`config.mk`:
```
export PLATFORM = sky130hd
export DESIGN_NAME = dcache_arbiter
export DESIGN_NICKNAME = d
export VERILOG_FILES = /design/src/rtl/core_pkg.sv /design/src/rtl/dcache_line_merge.sv /design/src/rtl/dcache_arbiter.sv
export SDC_FILE = /design/constraint.sdc
export NUM_CORES = 1
export LEC_CHECK = 0
export ABC_AREA = 1
export BUFFER_PORTS_ARGS = -buffer_cell sky130_fd_sc_hd__buf_2
export CAP_MARGIN = 10
export CORE_AREA = 5 5 331 333
export DETAILED_ROUTE_END_ITERATION = 10
export DIE_AREA = 0 0 336 338
export PLACE_DENSITY = 0.41
export SLEW_MARGIN = 20
export SYNTH_ARGS = -nofsm -noshare
export SYNTH_HDL_FRONTEND = slang
export SYNTH_SLANG_ARGS = --single-unit
export TNS_END_PERCENT = 100
```
`constraint.sdc`:
```
create_clock -name clk -period 11.7 [get_ports clk]
set_clock_uncertainty 0.15 [all_clocks]
set_input_delay 2.34 -clock clk [delete_from_list [all_inputs] [get_ports clk]]
set_output_delay 2.34 -clock clk [all_outputs]
set_load 0.1 [all_outputs]
```
`src/rtl/core_pkg.sv`:
```
// Shared FSM state type, line geometry and byte-mask helper for the data-cache arbiter.
package core_pkg;

    localparam int LINE_OFFSET_BITS = 5;
    localparam int LINE_BYTES       = 1 << LINE_OFFSET_BITS;

    typedef enum logic [1:0] {
        ST_IDLE,
        ST_REQ,
        ST_WAIT,
        ST_RESOLVE
    } arb_state_e;

    // Enabled bytes of one 32-bit word, positioned at its word slot inside a line.
    function automatic logic [LINE_BYTES-1:0] word_byte_mask(input logic [3:0] be,
                                                             input logic [2:0] word_off);
        logic [LINE_BYTES-1:0] mask;
        mask = '0;
        mask[{word_off, 2'b00} +: 4] = be;
        return mask;
    endfunction

endpackage

```
`src/rtl/dcache_line_merge.sv`:
```
// Combinational merge of a 32-bit store word (with byte enables) into a cache line.
module dcache_line_merge import core_pkg::*; #(
    parameter int LINE_BITS = 256
) (
    input  logic [LINE_BITS-1:0] line,
    input  logic [31:0]          word,
    input  logic [3:0]           be,
    input  logic [2:0]           word_off,
    output logic [LINE_BITS-1:0] merged
);

    localparam int NBYTES = LINE_BITS / 8;

    logic [LINE_BYTES-1:0] mask;

    always_comb begin
        mask   = word_byte_mask(be, word_off);
        merged = line;
        for (int i = 0; i < NBYTES; i++) begin
            if (mask[i]) begin
                merged[8*i +: 8] = word[8*(i%4) +: 8];
            end
        end
    end

endmodule

```
`src/rtl/dcache_arbiter.sv`:
```
// Data-cache arbiter: load/store grant, in-flight load tracking and single-line miss refill.
// Defining DCACHE_ARB_PERF_EN adds wrapping 32-bit load-miss, store-miss and collision counters.
module dcache_arbiter import core_pkg::*; #(
    parameter int LOAD_LAT  = 2,
    parameter int LINE_BITS = 256
) (
    input  logic                   clk,
    input  logic                   rst,
    input  logic                   ld_valid,
    output logic                   ld_ready,
    input  logic [31:0]            ld_addr,
    output logic                   ld_resp_valid,
    output logic [31:0]            ld_resp_data,
    input  logic                   st_valid,
    output logic                   st_ready,
    input  logic [31:0]            st_addr,
    input  logic [31:0]            st_data,
    input  logic [3:0]             st_be,
    output logic                   raddr_valid,
    output logic [31:0]            raddr,
    input  logic [31:0]            rdata,
    output logic                   waddr_valid,
    output logic [31:0]            waddr,
    output logic [LINE_BITS-1:0]   wdata,
    output logic [LINE_BITS/8-1:0] wmask,
    input  logic                   read_miss_repair,
    input  logic                   write_miss_repair,
    input  logic [31:0]            missed_addr,
    output logic                   repair_resolved,
    output logic                   mem_req_valid,
    input  logic                   mem_req_ready,
    output logic [31:0]            mem_addr,
    input  logic                   mem_resp_valid,
`ifdef DCACHE_ARB_PERF_EN
    output logic [31:0]            perf_load_miss,
    output logic [31:0]            perf_store_miss,
    output logic [31:0]            perf_collision,
`endif
    input  logic [LINE_BITS-1:0]   mem_resp_data
);

    localparam int LAST     = LOAD_LAT - 1;
    localparam int TAG_BITS = 32 - LINE_OFFSET_BITS;

    arb_state_e state, state_next;

    logic                 pipe_valid [LOAD_LAT];
    logic [31:0]          pipe_addr  [LOAD_LAT];
    logic                 replay_valid;
    logic [31:0]          replay_addr;
    logic                 prefer_store;
    logic                 rd_miss_prev;
    logic [TAG_BITS-1:0]  miss_line;
    logic                 wr_miss_held;
    logic [LINE_BITS-1:0] fetched_line;
    logic [31:0]          pend_data;
    logic [3:0]           pend_be;
    logic [2:0]           pend_off;

    logic                 any_miss, idle_open, collision, cancel;
    logic                 load_issue, replay_issue, store_issue;
    logic [31:0]          issue_addr;
    logic [LINE_BITS-1:0] merge_line, merged;
    logic [31:0]          merge_word;
    logic [3:0]           merge_be;
    logic [2:0]           merge_off;
    logic                 unused_addr_bits;

    assign unused_addr_bits = ^{st_addr[1:0], missed_addr[LINE_OFFSET_BITS-1:0]};
    assign any_miss         = read_miss_repair | write_miss_repair;
    // A freshly raised read miss kills the load currently at the response stage.
    assign cancel           = read_miss_repair & ~rd_miss_prev & pipe_valid[LAST];
    assign load_issue       = ld_valid & ld_ready;
    assign store_issue      = st_valid & st_ready;
    assign issue_addr       = replay_issue ? replay_addr : ld_addr;

    always_comb begin
        state_next   = state;
        ld_ready     = 1'b0;
        st_ready     = 1'b0;
        collision    = 1'b0;
        replay_issue = 1'b0;
        idle_open    = rst && (state == ST_IDLE) && !any_miss;
        case (state)
            ST_IDLE:    if (any_miss) state_next = ST_REQ;
            ST_REQ:     if (mem_req_ready) state_next = ST_WAIT;
            ST_WAIT:    if (mem_resp_valid) state_next = ST_RESOLVE;
            ST_RESOLVE: state_next = ST_IDLE;
            default:    state_next = ST_IDLE;
        endcase
        if (idle_open) begin
            if (replay_valid) begin
                replay_issue = 1'b1;
                st_ready     = st_addr[31:LINE_OFFSET_BITS] != replay_addr[31:LINE_OFFSET_BITS];
            end else begin
                collision = ld_valid && st_valid &&
                            (ld_addr[31:LINE_OFFSET_BITS] == st_addr[31:LINE_OFFSET_BITS]);
                ld_ready  = !collision || !prefer_store;
                st_ready  = !collision || prefer_store;
            end
        end
    end

    always_comb begin
        raddr_valid     = load_issue | replay_issue;
        raddr           = raddr_valid ? issue_addr : '0;
        ld_resp_valid   = pipe_valid[LAST] & ~cancel;
        ld_resp_data    = ld_resp_valid ? rdata : '0;
        mem_req_valid   = (state == ST_REQ);
        mem_addr        = mem_req_valid ? {miss_line, {LINE_OFFSET_BITS{1'b0}}} : '0;
        repair_resolved = (state == ST_RESOLVE);
        merge_line      = '0;
        merge_word      = st_data;
        merge_be        = st_be;
        merge_off       = st_addr[LINE_OFFSET_BITS-1:2];
        waddr_valid     = 1'b0;
        waddr           = '0;
        wmask           = '0;
        // The refill write carries the missed store's bytes, so that store is never re-issued.
        if (repair_resolved) begin
            merge_line  = fetched_line;
            merge_word  = pend_data;
            merge_be    = wr_miss_held ? pend_be : 4'b0000;
            merge_off   = pend_off;
            waddr_valid = 1'b1;
            waddr       = {miss_line, {LINE_OFFSET_BITS{1'b0}}};
            wmask       = '1;
        end else if (store_issue) begin
            waddr_valid = 1'b1;
            waddr       = {st_addr[31:LINE_OFFSET_BITS], {LINE_OFFSET_BITS{1'b0}}};
            wmask       = word_byte_mask(st_be, st_addr[LINE_OFFSET_BITS-1:2]);
        end
        wdata = waddr_valid ? merged : '0;
    end

    dcache_line_merge #(.LINE_BITS(LINE_BITS)) u_merge (
        .line     (merge_line),
        .word     (merge_word),
        .be       (merge_be),
        .word_off (merge_off),
        .merged   (merged)
    );

    always_ff @(posedge clk or negedge rst) begin
        if (!rst) begin
            state <= ST_IDLE;
            for (int i = 0; i < LOAD_LAT; i++) begin
                pipe_valid[i] <= 1'b0;
                pipe_addr[i]  <= '0;
            end
            replay_valid <= 1'b0;
            replay_addr  <= '0;
            prefer_store <= 1'b0;
            rd_miss_prev <= 1'b0;
            miss_line    <= '0;
            wr_miss_held <= 1'b0;
            fetched_line <= '0;
            pend_data    <= '0;
            pend_be      <= '0;
            pend_off     <= '0;
        end else begin
            state         <= state_next;
            rd_miss_prev  <= read_miss_repair;
            pipe_valid[0] <= load_issue | replay_issue;
            pipe_addr[0]  <= issue_addr;
            for (int i = 1; i < LOAD_LAT; i++) begin
                pipe_valid[i] <= pipe_valid[i-1];
                pipe_addr[i]  <= pipe_addr[i-1];
            end
            if (cancel) begin
                replay_valid <= 1'b1;
                replay_addr  <= pipe_addr[LAST];
            end else if (replay_issue) begin
                replay_valid <= 1'b0;
            end
            if (collision) prefer_store <= !prefer_store;
            if (state == ST_IDLE && any_miss) begin
                miss_line    <= missed_addr[31:LINE_OFFSET_BITS];
                wr_miss_held <= write_miss_repair;
            end
            if (state == ST_WAIT && mem_resp_valid) fetched_line <= mem_resp_data;
            if (store_issue) begin
                pend_data <= st_data;
                pend_be   <= st_be;
                pend_off  <= st_addr[LINE_OFFSET_BITS-1:2];
            end
        end
    end

`ifdef DCACHE_ARB_PERF_EN
    logic wr_miss_prev;

    always_ff @(posedge clk or negedge rst) begin
        if (!rst) begin
            wr_miss_prev    <= 1'b0;
            perf_load_miss  <= '0;
            perf_store_miss <= '0;
            perf_collision  <= '0;
        end else begin
            wr_miss_prev <= write_miss_repair;
            if (read_miss_repair && !rd_miss_prev)  perf_load_miss  <= perf_load_miss + 32'd1;
            if (write_miss_repair && !wr_miss_prev) perf_store_miss <= perf_store_miss + 32'd1;
            if (collision)                          perf_collision  <= perf_collision + 32'd1;
        end
    end
`endif

endmodule

```
# == After elaboration in Yosys (flattened, before gate mapping) ==
# Cells that the tools add are included.
# totals
memories,0
mem_bits_rw,0
in_bits,428
romBits,0
reg_bits,426
latchBits,0
# op_classes
n_shift,4
multipliers,0
n_bitwise,11
n_eq_ne,8
addsub,2
muxes,62
div,0
n_lt_le_gt_ge,0
n_reduce_logical,14
# op_table
cell,n
$mux 256,2
$mux 32,9
$mux 8,32
$and 32x32->32,2
$shift 4x7->32 const A,2
$shiftx 4x7->32,2
$eq 27x27->1,1
$ne 27x27->1,1
$neg 5->7,2
$mux 1,12
$mux 4,2
$pmux 2 s4,1
$logic_and 1x1->1,6
$mux 2,3
$and 1x1->1,5
$eq 2x2->1 const B,2
$ne 2x2->1 const B,2
$logic_not 1->1,3
$mux 3,1
$reduce_and 3->1,1
$eq 2x1->1 const B,1
$logic_not 2->1,1
$logic_or 1x1->1,2
$ne 2x1->1 const B,1
other kinds (3),5

# == Longest topological paths before layout ==
# Gate-level depths: netlist of run 1.
# logic_depth
word_depth,10
depth_mapped,17
mapped_depth_nobuf,13

# == Modules after synthesis ==
# From an unflattened synthesis of run 1, not the netlist that was laid out.
# unflattened
cells_unflattened,3932
area_unflattened_um2,27206.1
# by_module_without_submodules
mod,area_each_um2,cells_each,n_inst
dcache_arbiter,23510.0,3073,1
dcache_line_merge,3696.0,859,1

# == Worst setup path after synthesis of run 1 ==
# OpenSTA, ideal clock, no wires.
# synth_path
kind,input-to-output
start,input st_addr[2]
end,output wdata[134]
slack_ps,3359
path_stages,14
arrival_ps,5851
path_cell_list,inv_1 o21ai_2 inv_2 ha_1 ha_1 buf_4 inv_1 buf_6 nor4_4 nand3b_1 buf_2 nand2_1 o21ai_0 a21oi_1
# synth_via
elab_chain_len,6
elab_cells_between_ends,7
# synth_lines
item,line,rtl
start: declaration,dcache_arbiter.sv:16,"input logic [31:0] st_addr,"
$mux 3 *,dcache_arbiter.sv:120,if (repair_resolved) begin
$neg 5->7 *,core_pkg.sv:19,"mask[{word_off, 2'b00} +: 4] = be;"
$shiftx 4x7->32 / $shift 4x7->32 (equally long branches),core_pkg.sv:19,
$and 32x32->32 (no line) *,n/a,
$mux 8 *,dcache_line_merge.sv:20,if (mask[i]) begin
$mux 256 *,dcache_arbiter.sv:133,wdata = waddr_valid ? merged : '0;
end: declaration,dcache_arbiter.sv:24,"output logic [LINE_BITS-1:0] wdata,"
# Every way passes the cells marked *; elsewhere a longest branch is shown, timed or not.

# == Worst setup path in the final report of run 1 ==
# layout_path
start,input st_addr[2]
end,output wdata[16]
# Same word-level chain as after synthesis.

==> out/qor.yml, run 1 <==
synth_top_cell_by_area: "dfrtp_1"
drt_wl_total_um: 128000
nNetsFinal: 4256
path_class: "input port to output port"
syn-instance-count: 3122
cts-buffers-inserted: 54
synth_compound_area_share_pct: 14.3
die_w_um: 336
die_h_um: 338
tns_ps: 0
setup_viol: 0
ir_worst_vdd_v: 0.000153
synthXorXnorAreaFrac_pct: 0.216
synth.avg_cell_area_um2: 7.80
coreArea_mm2: 0.106
root_buffer: "clkbuf_16"
post-route-period-util_pct: 77.0
htreeDepth: 2
dp_hpwl_um: 92300
max-slew-margin-rel_pct: 21.8
period_minus_slack_ps: 9010
area_delta_synth_final_pct: 29.3
ant_nets: 0
via_count: 24751
slew_viol_final: 0
drt_iter0_drc: 1639
outcome: "complete, no violations"
cts.path.max_buffers: 3
crit_slowest_cell: "or2_2"
crit_arrival_ps: 6520
p_per_area_mw_per_mm2: 286
routedWlPerCell_um: 24.1
grt_pass1_wl_um: 177000
grt_usage_pct: 21.3
dr.pass1.iters: 5
cts_setup_buffers: 0
yosysWarnings: 0
grt_pass1_vias: 23493
cp-start-kind: "input port"
power.leakage_nw: 16.9
antenna_found_initial: 65
clk_latency_ps: 640
crit_fanout: 43
globalRoute.totalOverflow: 0
drc: 0
path_cells: "buf_2 > inv_1 > o21ai_2 > inv_2 > ha_1 > ha_1 > inv_1 > nand3_1 > or2_2 > buf_4 > o21ai_0 > o31ai_1 > a21oi_1 > buf_2"
muxShareOfSynthArea_pct: 12.2
cts_tree: "done"
fin_cells: 5303
synth_area_leaders: "dfrtp_1 (44%), nand2_1 (16%), mux2_2 (12%)"
maxCapViolCount: 0
critical_path_required_ps: 9210
synth_top_area_share_pct: 43.8
synth_top_family_by_area: "simple AND/OR/NAND/NOR gates"
ys_seq_area_share_pct: 43.8
synthSimpleGateAreaFrac_pct: 21.2
cts_sinks: 426
fmax_ghz: 0.111
max_stage_delay_ps: 620
grt_setup_unrepaired: "false"
die_area_mm2: 0.114
cts_resized: 0
rows: 120
synth.cell_area_mm2: 0.0243
start_util_pct: 22.9
clkTransAtPathRegs_ps: 60
grt_max_degree: 182
place.gp.congestion: 0.894
critPathCaptureType: "output port"
synth_fa_ha_area_share_pct: 0.463
drive_gt1_share_pct: 32.7
tightest_slew_ps: 1170
hold_buffers: 0
path_delay_family: "buffers and inverters"
viasPerCell: 4.67
min-delay-path-class: "flip-flop to flip-flop"
hold_violations: 0
port_buffers: 833
synth_cell_type_count: 38
ys_ff_latch: 426
dp_cells: 5166
io_pins: 851
critPathBufInv: 6
## registers in the layout, summed over array words and instances (netlist names)
signal,cells
prefer_store,1
wr_miss_held,1
replay_valid,1
pipe_valid,2
rd_miss_prev,1
pend_off,3
state,2
pipe_addr,64
miss_line,27
replay_addr,32
pend_data,32
pend_be,4
fetched_line,256
## metrics by stage
step | utilization [%] | hold slack, ps | instance area [um^2] | total power, mW | setup WS [ps]
after global routing | 29.5 | 201 | 31400 | 9.50 | 2320
final | 29.6 | 184 | 31500 | 9.00 | 2690
after detailed placement | 27.8 | 185 | 29600 | 7.33 | 2660
after CTS | 29.5 | 190 | 31400 | 9.09 | 2650
after floorplan | - | 181 | 24400 | 6.02 | 3360
after global placement | 27.8 | 181 | 29600 | 7.29 | 2670
## path summary, 6_finish.rpt
kind | slack, ps | startpoint | endpoint | cells past startpoint
hold reg to reg | 180 | pipe_addr[55] | pipe_addr[23] | 0
max in group asynchronous | 7720 | rst | fetched_line[68] | 3
setup reg to reg | 8390 | state[1] | pipe_addr[40] | 10
setup / recovery | 2690 | st_addr[2] | wdata[16] | 14
min in group asynchronous | 1570 | rst | replay_addr[1] | 1
hold / removal | 180 | pipe_addr[55] | pipe_addr[23] | 0
## cells by family after synthesis
| family | after synthesis |
|---|---|
| fa+ha+maj | 9 |
| xor+xnor | 6 |
| flops | 426 |
| mux | 264 |
| other cells | 1 |
| compound gates | 676 |
| simple gates | 1296 |
| buf+inv | 444 |
## power by group
part | switching, mW | leakage, nW | internal [mW]
Sequential | 0.335 | 5.05 | 2.10
Combinational | 3.72 | 11.0 | 1.12
Clock | 0.737 | 0.869 | 0.983
## cells in the mapped netlist
library cell,number
nand3_1,18
a221oi_1,1
inv_2,2
inv_1,202
nor2_4,1
buf_4,13
clkbuf_1,147
clkinv_1,1
buf_2,57
dfrtp_1,426
a21oi_1,281
buf_6,14
conb_1,1
nor4_4,1
nand2_1,1043
or2_2,8
clkbuf_2,2
o21ai_2,1
nor3_1,10
a22oi_2,1
or2_1,1
o21ai_0,335
a22oi_1,3
nor2_2,3
o21ai_1,22
nand3_4,1
o31ai_1,32
mux2_2,264
nand4_1,52
nand3b_1,4
nor2_1,138
nor4_1,4
inv_4,1
xor2_1,1
xnor2_1,5
nand2_2,12
ha_1,9
buf_1,5
## worst reg2reg max path: cells and delay by family (launching register included)
| family | cells | cell delay, ps |
|---|---|---|
| AOI/OAI and AO/OA | 1 | 720 |
| adders and majority gates | 1 | 190 |
| buffers and inverters | 5 | 710 |
| DFF | 1 | 430 |
| and+or+nand+nor | 3 | 970 |
## cell usage in the layout, fill, tap and decap left out, types with 2 or more instances in the layout
| cell | instances |
|---|---|
| a22oi_2 | 3 |
| buf_12 | 5 |
| a21oi_1 | 281 |
| nand3_2 | 2 |
| clkinvlp_4 | 3 |
| bufinv_16 | 3 |
| conb_1 | 10 |
| nand2_2 | 13 |
| clkbuf_1 | 14 |
| mux2_2 | 264 |
| inv_2 | 2 |
| clkinv_2 | 12 |
| nand3_4 | 2 |
| buf_4 | 32 |
| nand3b_1 | 4 |
| inv_1 | 202 |
| o21ai_0 | 335 |
| diode_2 | 37 |
| o31ai_1 | 32 |
| nor2_1 | 136 |
| ha_1 | 7 |
| nor2_4 | 2 |
| buf_2 | 832 |
| dfrtp_1 | 426 |
| nor4_1 | 4 |
| or2_2 | 9 |
| nor3_1 | 10 |
| xnor2_1 | 5 |
| o21ai_1 | 22 |
| clkbuf_16 | 54 |
| nor2_2 | 4 |
| nand4_1 | 52 |
| clkbuf_8 | 10 |
| clkinv_8 | 2 |
| nand2_1 | 1041 |
| nand3_1 | 15 |
## layout make-up
type	instances	area [um^2]
fill	11821	74800
multi-input combinational	2261	11900
sequential	426	10700
timing repair buffer	870	4520
tap	1403	1760
clock buffer	78	1540
inverter	206	786
clock inverter	22	226
antenna	37	92.6
## layer usage
layer / track usage (%) / share of wire [%] / up-vias
met5: 0 / 0.097 / -
met4: 6.45 / 3.0 / 18
met3: 4.16 / 6.3 / 174
met2: 35.0 / 47 / 850
met1: 28.6 / 44 / 12069
li1: - / - / 11640
(Power assumes the default switching activity.)
==> run 2, diff against run 1 <==
clock period = 8.3 ns   (was 11.7 ns; I/O delays follow)
==> run 2 against run 1 <==
  * Utilization rose by 1.8 points
  * Non-clock buffer count rose by 12
  * Hold slack improved by 8.4 ps
  * Highest routed layer unchanged
  * Via count increased by 0.43%
  * Worst setup slack lost 1900 ps
  * Global-route usage up 0.59 points
  * Sequential cell count stayed put
  * Register-to-register slack lost 3400 ps
  * First-iteration DRC count decreased by 2.2%
  * Critical path depth unchanged
==> out/qor.yml, run 2 (synthesized netlist as in run 1, its figures left out) <==
cts_setup_buffers: 0
globalRoute.totalOverflow: 0
dr.pass1.iters: 5
path_cells: "buf_2 > inv_1 > o21ai_2 > inv_2 > ha_1 > ha_1 > inv_1 > buf_4 > nor4_4 > nand3b_1 > nand2_1 > o21ai_0 > a21oi_1 > buf_2"
grt_max_degree: 157
coreArea_mm2: 0.106
cts_resized: 0
critPathCaptureType: "output port"
root_buffer: "clkbuf_16"
crit_fanout: 21
whs_ps: 193
ant_nets: 0
reg2reg_from: "state[1]"
fin_cells: 5316
nNetsFinal: 4269
die_w_um: 336
viasPerCell: 4.68
via_count: 24858
power.leakage_nw: 17.3
cp-startpoint: "st_addr[2]"
power.internal_mw: 6.33
slew_viol_final: 0
fmax_ghz: 0.133
io_pins: 851
p_comb_share_pct: 54.3
hold_buffers: 0
grt_pass1_wl_um: 181000
max_stage_delay_ps: 570
r2r_slack_ps: 5020
clk_latency_ps: 630
outcome: "complete, no violations"
largest_reg_flops: 256
setup_viol: 0
die_h_um: 338
tightest_slew_ps: 1160
crit_arrival_ps: 5700
drt_iter0_drc: 1603
critPathBufInv: 6
top_register: "fetched_line"
p_per_area_mw_per_mm2: 394
cts_tree: "done"
min-delay-path-class: "flip-flop to flip-flop"
layout_common_cells: "nand2_1 (1041), buf_2 (721), dfrtp_1 (426)"
p_clk_share_pct: 19.6
grt_setup_unrepaired: "false"
area_delta_synth_final_pct: 37.1
drc: 0
hold_depth: 0
ir_worst_vdd_v: 0.000189
rows: 120
crit_slowest_cell: "nand3b_1"
cts_sinks: 426
drive_gt1_share_pct: 33.0
dp_cells: 5178
max-slew-margin-rel_pct: 22.7
cp-start-kind: "input port"
grt_pass1_vias: 23534
maxCapViolCount: 0
final_common_cell: "nand2_1"
grt_usage_pct: 21.9
crit_cells: 14
path_delay_family: "buffers and inverters"
min_from: "pipe_addr[51]"
path_class: "input port to output port"
post-route-period-util_pct: 90.5
place.gp.congestion: 0.875
antenna_found_initial: 65
p_sw_mw: 6.83
reg.largest.list: "fetched_line (256), pipe_addr (64)"
cts.path.max_buffers: 3
drt_wl_total_um: 131000
cts-buffers-inserted: 55
p_sw_share_pct: 51.9
hold_violations: 0
start_util_pct: 22.9
die_area_mm2: 0.114
htreeDepth: 2
routedWlPerCell_um: 24.7
tns_ps: 0
dp_hpwl_um: 96700
period_minus_slack_ps: 7510
port_buffers: 833
reg2reg_depth: 10
clkTransAtPathRegs_ps: 60
seqPwrFrac_pct: 26.0
critical_path_required_ps: 6490
run 2: cell count changes in the layout (fill, tap and decap cells not counted), sizes merged:
cell / before / now
clkinv: 16 / 13
clkinvlp: 3 / 5
buf: 870 / 882
inv: 206 / 205
bufinv: 3 / 6
diode: 37 / 36
clkbuf: 78 / 79
run 2: final timing paths:
kind / endpoint
worst min register to register: pipe_addr[19]
worst max-delay path: wdata[159]
worst max register to register: pipe_addr[49]
worst min-delay path: pipe_addr[19]
max in group asynchronous: fetched_line[135]
min in group asynchronous: replay_addr[1]
run 2: per-stage QoR:
| stage | util (%) | worst slack (ps) | instance area (um^2) | power [mW] |
|---|---|---|---|---|
| floorplan | - | 1320 | 24400 | 8.48 |
| global placement | 29.5 | 819 | 31300 | 10.6 |
| detailed placement | 29.5 | 775 | 31300 | 10.6 |
| CTS | 31.3 | 761 | 33300 | 13.3 |
| global route | 31.3 | 462 | 33300 | 13.9 |
| finish | 31.4 | 788 | 33400 | 13.2 |
run 2: final cells by class:
cell class              count  area [um^2]
diodes                     36         90.1
clock buffers              79         1630
clock inverters            23          300
fillers                 11656        72900
inverters                 206          786
multi-input cells        2261        11900
flip-flops and latches    426        10700
well taps                1403         1760
repair buffers            882         6260
run 2: worst reg2reg max path, stage by stage (launching register included):
cell and delay, ps:
dfrtp_1 420, inv_1 120, ha_1 190, inv_1 70, nor3_1 310, nand2_1 240, nor2_2 450, inv_1 120
buf_4 330, o21ai_0 670, inv_1 90
run 2: power groups by stage:
stage / registers, mW / logic, mW / clock network [mW]
CTS: 3.42 / 7.21 / 2.67
global route: 3.54 / 7.61 / 2.74
detailed placement: 3.45 / 7.20 / 0
finish: 3.42 / 7.15 / 2.58
floorplan: 3.32 / 5.16 / 0
global placement: 3.43 / 7.16 / 0
run 2: layer usage:
| layer | GRT usage, % | wire length, um | up-vias |
|---|---|---|---|
| met1 | 28.6 | 55100 | 12093 |
| met3 | 4.65 | 9150 | 213 |
| met4 | 7.06 | 4380 | 34 |
| met2 | 36.5 | 62200 | 845 |
| met5 | 0 | 232 | - |
| li1 | - | - | 11673 |
==> run 3, diff against run 2 <==
--- a/config.mk
+++ b/config.mk
@@ -13,3 +13,3 @@
 export DIE_AREA = 0 0 336 338
-export PLACE_DENSITY = 0.41
+export PLACE_DENSITY = 0.42
 export SLEW_MARGIN = 20
==> constraint.sdc (replaced) <==
create_clock -name clk -period 6.5 [get_ports clk]
set_clock_uncertainty 0.15 [all_clocks]
set_input_delay 1.3 -clock clk [delete_from_list [all_inputs] [get_ports clk]]
set_output_delay 1.3 -clock clk [all_outputs]
set_load 0.005 [all_outputs]
==> run 3 against run 2 <==
  * Sequential cell count stayed put
  * Worst setup slack worse by 34 ps
  * Clock power is 31% higher
  * Global-route usage is 0.46 points lower
  * Sequential power is 28% higher
  * First-iteration DRC count is 17% higher
  * Cell count is 0.36% higher
  * Utilization is 1.3 points lower
  * Total power is 2.4% higher
  * Design area is 4.0% lower
  * Die area stayed put
==> out/qor.yml, run 3 (synthesized netlist as in run 1, its figures left out) <==
dr.pass1.iters: 5
clkTransAtPathRegs_ps: 70
cts_resized: 0
nFillCells: 11869
viasPerCell: 4.68
p_sw_share_pct: 41.3
drive_gt1_share_pct: 33.6
final_core_util_pct: 30.1
rr_endpoint: "pend_data[0]"
dp_hpwl_um: 95100
fmax_ghz: 0.174
drt_iter0_drc: 1881
via_count: 24949
seqPwrFrac_pct: 32.5
coreArea_mm2: 0.106
crit_arrival_ps: 4300
die_w_um: 336
cts_tree: "done"
max-slew-margin-rel_pct: 29.8
power.internal_mw: 7.92
critPathCaptureType: "output port"
root_buffer: "clkbuf_16"
p_total_mw: 13.5
crit_fanout: 30
hold_buffers: 0
top_register: "fetched_line"
ir_worst_vdd_v: 0.000284
path_class: "flip-flop to output port"
reg2reg_from: "state[0]"
drc: 0
tightest_slew_ps: 1050
io_pins: 851
outcome: "complete, no violations"
min-delay-path-class: "flip-flop to flip-flop"
grt_setup_unrepaired: "false"
p_comb_share_pct: 42.3
cts_sinks: 426
grt_max_degree: 173
maxCapViolCount: 0
p_per_area_mw_per_mm2: 421
hold_violations: 0
drt_wl_total_um: 129000
die_h_um: 338
grt_usage_pct: 21.5
cp-start-kind: "flip-flop"
routedWlPerCell_um: 24.1
cts-buffers-inserted: 55
layout_common_cells: "nand2_1 (1039), buf_2 (832), dfrtp_1 (426)"
largest_reg_flops: 256
critical_path_required_ps: 5050
whs_ps: 194
p_sw_mw: 5.56
clk_latency_ps: 630
slew_viol_final: 0
place.gp.congestion: 0.890
area_delta_synth_final_pct: 31.5
hold_depth: 0
power.leakage_nw: 17.2
reg.largest.list: "fetched_line (256), pipe_addr (64)"
port_buffers: 833
post-route-period-util_pct: 88.4
min_from: "pipe_addr[38]"
nNetsFinal: 4293
rows: 120
cts.path.max_buffers: 3
die_area_mm2: 0.114
period_minus_slack_ps: 5750
dpl-instance-area_mm2: 0.0299
cts_setup_buffers: 0
final_area_mm2: 0.0320
r2r_slack_ps: 3150
p_clk_share_pct: 25.2
setup_viol: 0
start_util_pct: 22.9
ant_nets: 0
reg2reg_depth: 11
htreeDepth: 2
globalRoute.totalOverflow: 0
final_common_cell: "nand2_1"
grt_pass1_vias: 23718
tns_ps: 0
hold_end: "pipe_addr[6]"
antenna_found_initial: 58
grt_pass1_wl_um: 177000
-- run 3: how the worst max path moves through the flow --
| stage | startpoint | to | slack [ps] |
|---|---|---|---|
| after global routing | state[0] | wdata[78] | 440 |
| after floorplan | st_addr[2] | wdata[134] | 1580 |
| after global placement | st_addr[2] | wdata[17] | 880 |
| after detailed placement | st_addr[2] | wdata[20] | 870 |
| after CTS | state[0] | wdata[24] | 640 |
| final | state[0] | wdata[83] | 750 |
-- run 3: routing by layer --
metal | GRT usage, % | vias to the layer above | share of wire, %
met5 | 0 | - | 0.12
met4 | 6.96 | 24 | 3.4
met3 | 3.88 | 191 | 6.4
met2 | 34.4 | 825 | 46
met1 | 29.5 | 12225 | 44
li1 | - | 11684 | -
-- run 3: layout make-up --
cell class | instances | area, um^2 | share of cell area, %
clock buffers | 73 | 1570 | 4.92
repair buffers | 906 | 4860 | 15.2
well taps | 1403 | 1760 | 5.48
flip-flops and latches | 426 | 10700 | 33.3
multi-input cells | 2261 | 11900 | 37.1
inverters | 206 | 786 | 2.45
clock inverters | 28 | 417 | 1.30
diodes | 32 | 80.1 | 0.250
-- run 3: critical path: stages (launching register included) --
cell and delay (ps):
dfrtp_1 410, ha_4 480, nand2_1 120, o21ai_2 210
inv_2 160, ha_1 240, ha_1 280, nor2_1 140
nand2_1 110, nor2_1 160, nand2_1 410, o21ai_0 640
a21oi_1 100, buf_2 170
-- run 3: per-stage QoR --
stage,setup WS (ps),std cells
global route,444,5319
finish,754,5335
global placement,879,5201
detailed placement,868,5201
floorplan,1580,3131
CTS,644,5302
-- run 3: power by group through the flow --
stage | Combinational (mW) | Sequential (mW) | Clock (mW)
after global placement | 5.69 | 4.39 | 0
after floorplan | 3.44 | 4.24 | 0
after detailed placement | 5.72 | 4.42 | 0
after CTS | 5.74 | 4.38 | 3.50
after global routing | 6.29 | 4.52 | 3.60
final | 5.70 | 4.39 | 3.39
